--- config.mk ---
export PLATFORM = sky130hd
export DESIGN_NAME = debug_serial_sender
export DESIGN_NICKNAME = d
export VERILOG_FILES = /design/src/rtl/debug_serial_sender.sv
export SDC_FILE = /design/constraint.sdc
export NUM_CORES = 1
export LEC_CHECK = 0
export ABC_AREA = 1
export CELL_PAD_IN_SITES_DETAIL_PLACEMENT = 1
export CELL_PAD_IN_SITES_GLOBAL_PLACEMENT = 2
export CORE_MARGIN = 8
export CORE_UTILIZATION = 45
export CTS_BUF_LIST = sky130_fd_sc_hd__clkbuf_4
export CTS_CLUSTER_DIAMETER = 60
export DETAILED_ROUTE_END_ITERATION = 16
export PLACE_DENSITY = 0.94
export SYNTH_ARGS = -nofsm -noshare
export SYNTH_HDL_FRONTEND = slang
export SYNTH_SLANG_ARGS = --single-unit
--- constraint.sdc ---
create_clock -name clk -period 9.1 [get_ports clk]
set_clock_uncertainty 0.15 [all_clocks]
set_input_delay 1.82 -clock clk [delete_from_list [all_inputs] [get_ports clk]]
set_output_delay 1.82 -clock clk [all_outputs]
set_load 0.02 [all_outputs]
--- src/rtl/debug_serial_sender.sv ---
// debug_serial_sender: small FIFO feeding a start/data/stop serializer.
// Each serial bit is held for CLK_DIV clock cycles; line idles high.
// Optional feature macro: DEBUG_SERIAL_SENDER_PARITY_EN adds an even-parity
// bit between the last data bit and the stop bit.
module debug_serial_sender #(
    parameter int DATA_WIDTH = 40,
    parameter int FIFO_DEPTH = 4,
    parameter int CLK_DIV    = 110,
    parameter int MSB_FIRST  = 1
) (
    input  logic                          clk,
    input  logic                          reset,
    input  logic                          in_valid,
    input  logic [DATA_WIDTH-1:0]         in_data,
    output logic                          in_ready,
    output logic                          sout,
    output logic                          busy,
    output logic [$clog2(FIFO_DEPTH):0]   fifo_count
);

    localparam int PTR_W = $clog2(FIFO_DEPTH);
    localparam int CNT_W = PTR_W + 1;
    localparam int BIT_W = (DATA_WIDTH > 1) ? $clog2(DATA_WIDTH) : 1;
    localparam int DIV_W = 16;

    localparam logic [CNT_W-1:0] DEPTH_C  = CNT_W'(FIFO_DEPTH);
    localparam logic [DIV_W-1:0] DIV_LAST = DIV_W'(CLK_DIV - 1);
    localparam logic [BIT_W-1:0] BIT_LAST = BIT_W'(DATA_WIDTH - 1);

    typedef enum logic [2:0] {
        S_IDLE   = 3'd0,
        S_START  = 3'd1,
        S_DATA   = 3'd2,
`ifdef DEBUG_SERIAL_SENDER_PARITY_EN
        S_PARITY = 3'd3,
`endif
        S_STOP   = 3'd4
    } state_t;

`ifdef DEBUG_SERIAL_SENDER_PARITY_EN
    function automatic logic even_parity(input logic [DATA_WIDTH-1:0] word);
        return ^word;
    endfunction
`endif

    // FIFO storage and bookkeeping
    logic [DATA_WIDTH-1:0] mem_q [FIFO_DEPTH];
    logic [PTR_W-1:0]      wr_ptr_q, wr_ptr_d;
    logic [PTR_W-1:0]      rd_ptr_q, rd_ptr_d;
    logic [CNT_W-1:0]      count_q, count_d;
    logic                  ready_q, ready_d;
    logic                  push_s, pop_s;

    // Serializer state
    state_t                state_q, state_d;
    logic [DIV_W-1:0]      div_q, div_d;
    logic [BIT_W-1:0]      bit_q, bit_d;
    logic [DATA_WIDTH-1:0] shreg_q, shreg_d;
    logic                  sout_q, sout_d;
    logic                  busy_q, busy_d;
`ifdef DEBUG_SERIAL_SENDER_PARITY_EN
    logic                  parity_q, parity_d;
`endif

    assign push_s     = in_valid && ready_q;
    assign in_ready   = ready_q;
    assign sout       = sout_q;
    assign busy       = busy_q;
    assign fifo_count = count_q;

    // FIFO pointer/count next-state; ready is precomputed from the next count
    always_comb begin
        wr_ptr_d = wr_ptr_q;
        rd_ptr_d = rd_ptr_q;
        count_d  = count_q;
        if (push_s) begin
            wr_ptr_d = wr_ptr_q + PTR_W'(1);
        end else begin
            wr_ptr_d = wr_ptr_q;
        end
        if (pop_s) begin
            rd_ptr_d = rd_ptr_q + PTR_W'(1);
        end else begin
            rd_ptr_d = rd_ptr_q;
        end
        case ({push_s, pop_s})
            2'b10:   count_d = count_q + CNT_W'(1);
            2'b01:   count_d = count_q - CNT_W'(1);
            default: count_d = count_q;
        endcase
        ready_d = (count_d < DEPTH_C);
    end

    // Serializer next-state: divider, bit index, shift register, line level
    always_comb begin
        state_d  = state_q;
        div_d    = div_q;
        bit_d    = bit_q;
        shreg_d  = shreg_q;
        pop_s    = 1'b0;
`ifdef DEBUG_SERIAL_SENDER_PARITY_EN
        parity_d = parity_q;
`endif
        case (state_q)
            S_IDLE: begin
                if (count_q != CNT_W'(0)) begin
                    pop_s    = 1'b1;
                    shreg_d  = mem_q[rd_ptr_q];
`ifdef DEBUG_SERIAL_SENDER_PARITY_EN
                    parity_d = even_parity(mem_q[rd_ptr_q]);
`endif
                    state_d  = S_START;
                    div_d    = DIV_LAST;
                    bit_d    = BIT_W'(0);
                end else begin
                    state_d  = S_IDLE;
                end
            end
            S_START: begin
                if (div_q == DIV_W'(0)) begin
                    state_d = S_DATA;
                    div_d   = DIV_LAST;
                    bit_d   = BIT_W'(0);
                end else begin
                    div_d   = div_q - DIV_W'(1);
                end
            end
            S_DATA: begin
                if (div_q == DIV_W'(0)) begin
                    div_d = DIV_LAST;
                    if (bit_q == BIT_LAST) begin
`ifdef DEBUG_SERIAL_SENDER_PARITY_EN
                        state_d = S_PARITY;
`else
                        state_d = S_STOP;
`endif
                    end else begin
                        bit_d = bit_q + BIT_W'(1);
                        if (MSB_FIRST != 0) begin
                            shreg_d = shreg_q << 1;
                        end else begin
                            shreg_d = shreg_q >> 1;
                        end
                    end
                end else begin
                    div_d = div_q - DIV_W'(1);
                end
            end
`ifdef DEBUG_SERIAL_SENDER_PARITY_EN
            S_PARITY: begin
                if (div_q == DIV_W'(0)) begin
                    state_d = S_STOP;
                    div_d   = DIV_LAST;
                end else begin
                    div_d   = div_q - DIV_W'(1);
                end
            end
`endif
            S_STOP: begin
                if (div_q == DIV_W'(0)) begin
                    if (count_q != CNT_W'(0)) begin
                        // back-to-back frame: no idle cycle between stop and start
                        pop_s    = 1'b1;
                        shreg_d  = mem_q[rd_ptr_q];
`ifdef DEBUG_SERIAL_SENDER_PARITY_EN
                        parity_d = even_parity(mem_q[rd_ptr_q]);
`endif
                        state_d  = S_START;
                        div_d    = DIV_LAST;
                        bit_d    = BIT_W'(0);
                    end else begin
                        state_d  = S_IDLE;
                        div_d    = DIV_W'(0);
                    end
                end else begin
                    div_d = div_q - DIV_W'(1);
                end
            end
            default: begin
                state_d = S_IDLE;
                div_d   = DIV_W'(0);
            end
        endcase

        // line level follows the state being entered so sout lines up with it
        case (state_d)
            S_IDLE:   sout_d = 1'b1;
            S_START:  sout_d = 1'b0;
            S_DATA:   sout_d = (MSB_FIRST != 0) ? shreg_d[DATA_WIDTH-1] : shreg_d[0];
`ifdef DEBUG_SERIAL_SENDER_PARITY_EN
            S_PARITY: sout_d = parity_d;
`endif
            S_STOP:   sout_d = 1'b1;
            default:  sout_d = 1'b1;
        endcase
        busy_d = (state_d != S_IDLE);
    end

    // FIFO word storage; contents need no reset since count gates reads
    always_ff @(posedge clk) begin
        if (push_s) begin
            mem_q[wr_ptr_q] <= in_data;
        end
    end

    // All control state with asynchronous reset
    always_ff @(posedge clk or posedge reset) begin
        if (reset) begin
            wr_ptr_q <= PTR_W'(0);
            rd_ptr_q <= PTR_W'(0);
            count_q  <= CNT_W'(0);
            ready_q  <= 1'b1;
            state_q  <= S_IDLE;
            div_q    <= DIV_W'(0);
            bit_q    <= BIT_W'(0);
            shreg_q  <= '0;
            sout_q   <= 1'b1;
            busy_q   <= 1'b0;
`ifdef DEBUG_SERIAL_SENDER_PARITY_EN
            parity_q <= 1'b0;
`endif
        end else begin
            wr_ptr_q <= wr_ptr_d;
            rd_ptr_q <= rd_ptr_d;
            count_q  <= count_d;
            ready_q  <= ready_d;
            state_q  <= state_d;
            div_q    <= div_d;
            bit_q    <= bit_d;
            shreg_q  <= shreg_d;
            sout_q   <= sout_d;
            busy_q   <= busy_d;
`ifdef DEBUG_SERIAL_SENDER_PARITY_EN
            parity_q <= parity_d;
`endif
        end
    end

endmodule

==> key figures <==
GRT
  – Number of global-route vias before repair: ~7,700
  – Gr ovfl total: 0
  – Total track usage: between 15 and 20%
  – Largest net degree at the start of global routing: 83
  – Antenna violations before repair: 1
  – First-pass GRT wire length: about 39 mm

Setup path
  – Slowest cell delay on critical path: ~0.6 ns
  – CP Max Fanout: 2
  – Critical path data arrival time: roughly 1.8 ns
  – WS Path Type: reg -> out
  – Critical path required time: 7.13 ns
  – Critical Path, Cell by Cell: clkdlybuf4s50_1
  – CP Launch Type: flop
  – Buf/Inv on CP: 1
  – Crit path max-delay family: buffers and inverters
  – Crit. End Element: primary output
  – Crit-path slowest cell: clkdlybuf4s50_1

Logic synthesis
  – Synth warnings: 0
  – Post-synth EDFFs: between 150 and 200
  – Yosys cell types: between 40 and 50
  – Post-synthesis sequential area ratio: 67.0%
  – Synthesized area per cell: about 11 sq um
  – Syn Nets: around 950
  – Count leader, synth: nand2_1
  – Cells after Synth: between 800 and 900
  – Synth top area share: about half
  – Asr flop ratio synth: 31.9%
  – Primary FF master, synth: edfxtp_1
  – Cell Area, Synth: 0.00998 sq mm
  – Most frequent cells after synthesis: 175 x nand2_1, 160 x edfxtp_1, 124 x nor2_1, 89 x o21ai_0, 73 x dfrtp_1
  – Synth area leader: edfxtp_1
  – Most area-consuming cells after synthesis: edfxtp_1 48%, dfrtp_1 18%, nand2_1 6.6%
  – Yosys reg bits: around 240

Place
  – Placed Instances: 1,194
  – Buffers on Ports: 48
  – DP Area: ~0.011 sq mm
  – Hpwl dp: 15.0 mm
  – GP Congestion: around 0.77

Final layout
  – Area of the multi-input gates: ~0.0030 sq mm
  – Register area: ~0.0067 sq mm
  – Finished Layout Cells: about 1,300
  – Final Net Count: between 1,000 and 1,500
  – Fin area: ~0.012 sq mm
  – Layout filler cell count: approximately 2,400
  – Layout area overhead: 15.7%
  – Share of layout cells above drive strength 1: 15.0%

Routing
  – Drt initial violations: 477
  – DR vias: 6,973
  – DRT antenna net count: 0
  – DRT Wirelength: ~24 mm
  – Vias/cell: about 5.3
  – TritonRoute pass-1 iters: 4
  – Wire length per cell: roughly 18 um
  – Drt drc: 0

Pwr
  – Leakage: between 0.004 and 0.005 uW
  – VDD IR-drop max: around 0.18 mV
  – Internal: between 1500 and 2000 uW
  – Comb pwr share: approximately 10%
  – Clk pwr share: 37.3%
  – Part of the power in registers: 52.4%
  – Sw Share: between 20% and 30%
  – Power per Cell Area: 215 mW/mm^2
  – NetSw: around 650 uW

Job
  – Max_cap viols: 0

Timing
  – Min Hold Slack: between 0.3 and 0.4 ns
  – Max Transition Viols Final: 0
  – RSZ-0062 raised after global routing: no
  – Setup-failing EPs final: 0
  – Final worst path period share: 41.8%
  – Min cycle time layout: 3.80 ns
  – Slew HR: 43.9%
  – Final hold vios: 0
  – Fin Setup TNS: 0 ns
  – FMAX: approximately 260 MHz
  – Slew @ Worst Pin: roughly 0.84 ns

Floorplan
  – Core Area: ~0.022 sq mm
  – Initial Util: 45.7%
  – Die area: ~0.027 sq mm
  – Die Span X: 165 um
  – Io pins: 49
  – Die Y: between 150 and 200 um
  – Row cnt: 54

Clocking
  – Cts bufs inserted: between 60 and 70
  – Worst skew pair latency: roughly 0.73 ns
  – Total clock sinks: between 200 and 250
  – Post-CTS Setup Repair Bufs: 0
  – TritonCTS clock tree: done
  – Root Driver: clkbuf_4
  – H-tree levels: 2
  – Quantity of gates resized following cts: 0
  – Cts-stage hold buffer count: 0
  – CTS clk-pin slew, worst paths: roughly 0.07 ns
  – Worst-case clock buffer depth: 3

Run status
  – Status: finished clean

Hold path
  – Hold Path Class: reg -> reg
-- registers in the layout (all words and copies together) (netlist names), named ones only --
signal and flops:
in_ready 1, mem_q 160, sout 1, shreg_q 40, div_q 16, bit_q 6, busy 1, wr_ptr_q 2
state_q 3, rd_ptr_q 2, fifo_count 2
-- kinds of logic (layout without fill, tap and decap cells) --
group / after synthesis / in the layout / share of synthesized area (%)
AND/OR/NAND/NOR: 395 / 395 / 17.3
flip-flops: 235 / 235 / 67.0
AO/OA/AOI/OAI: 148 / 148 / 8.44
buffers and inverters: 79 / 215 / 3.50
XOR/XNOR: 17 / 17 / 1.49
multiplexers: 11 / 11 / 1.12
adder cells (fa/ha/maj): 9 / 9 / 1.20
other: 0 / 1 / 0
-- tightest hold or removal path: stages (launching register included) --
cell and delay (ns):
dfrtp_1 0.34, nand2_1 0.06, nand3_1 0.06
-- per-layer routing --
metal	track usage (%)	share of wire (%)
met5	0	0
met3	3.81	4.3
met4	7.00	2.5
met2	32.8	50
met1	21.5	43
-- final cells by class --
class | count | area share [%]
timing repair buffer | 58 | 4.81
clock inverter | 20 | 0.845
multi-input combinational | 580 | 25.8
antenna | 1 | 0.0217
clock buffer | 96 | 6.24
inverter | 41 | 1.34
tap | 280 | 3.03
sequential | 235 | 57.9
-- cells in the final DEF (no fill, tap or decap), drive strengths merged, types with 10 or more instances in the layout --
master	instances
nand2	181
edfxtp	160
nor2	134
clkbuf	96
o21ai	91
dfrtp	73
nand3	59
clkdlybuf4s50	48
inv	42
o22ai	31
clkinv	19
xor2	13
nand4	12
a21oi	11
mux2i	10
buf	10
-- power by group through the flow --
stage / clock network (uW) / logic [uW] / registers [uW]
2_1_floorplan: 0 / 130 / 1330
4_1_cts: 961 / 260 / 1300
6_report: 928 / 255 / 1300
5_1_grt: 1010 / 283 / 1310
3_3_place_gp: 0 / 247 / 1320
3_5_place_dp: 0 / 258 / 1330
-- final timing paths --
| check | start | to | slack [ns] | depth (start not counted) |
|---|---|---|---|---|
| max in group asynchronous | reset | rd_ptr_q[0]$_DFFE_PP0P_ | 6.41 | 3 |
| worst min-delay path | shreg_q[16]$_DFFE_PP0P_ | shreg_q[16]$_DFFE_PP0P_ | 0.33 | 2 |
| worst max register to register | fifo_count[0]$_DFFE_PP0N_ | fifo_count[1]$_DFFE_PP0N_ | 5.70 | 7 |
| worst min register to register | shreg_q[16]$_DFFE_PP0P_ | shreg_q[16]$_DFFE_PP0P_ | 0.33 | 2 |
| min in group asynchronous | reset | state_q[0]$_DFF_PP0_ | 1.32 | 2 |
| worst max-delay path | in_ready$_DFF_PP1_ | in_ready | 5.30 | 1 |
-- through the flow --
stage / power (uW) / utilization, % / setup slack [ns]
after floorplan: 1460 / - / 4.83
after global placement: 1570 / 49.1 / 5.02
after detailed placement: 1580 / 49.1 / 4.93
after CTS: 2520 / 52.9 / 5.23
after global routing: 2600 / 52.9 / 5.21
final: 2490 / 52.9 / 5.30
No activity file was read; power rests on OpenSTA's default activity.
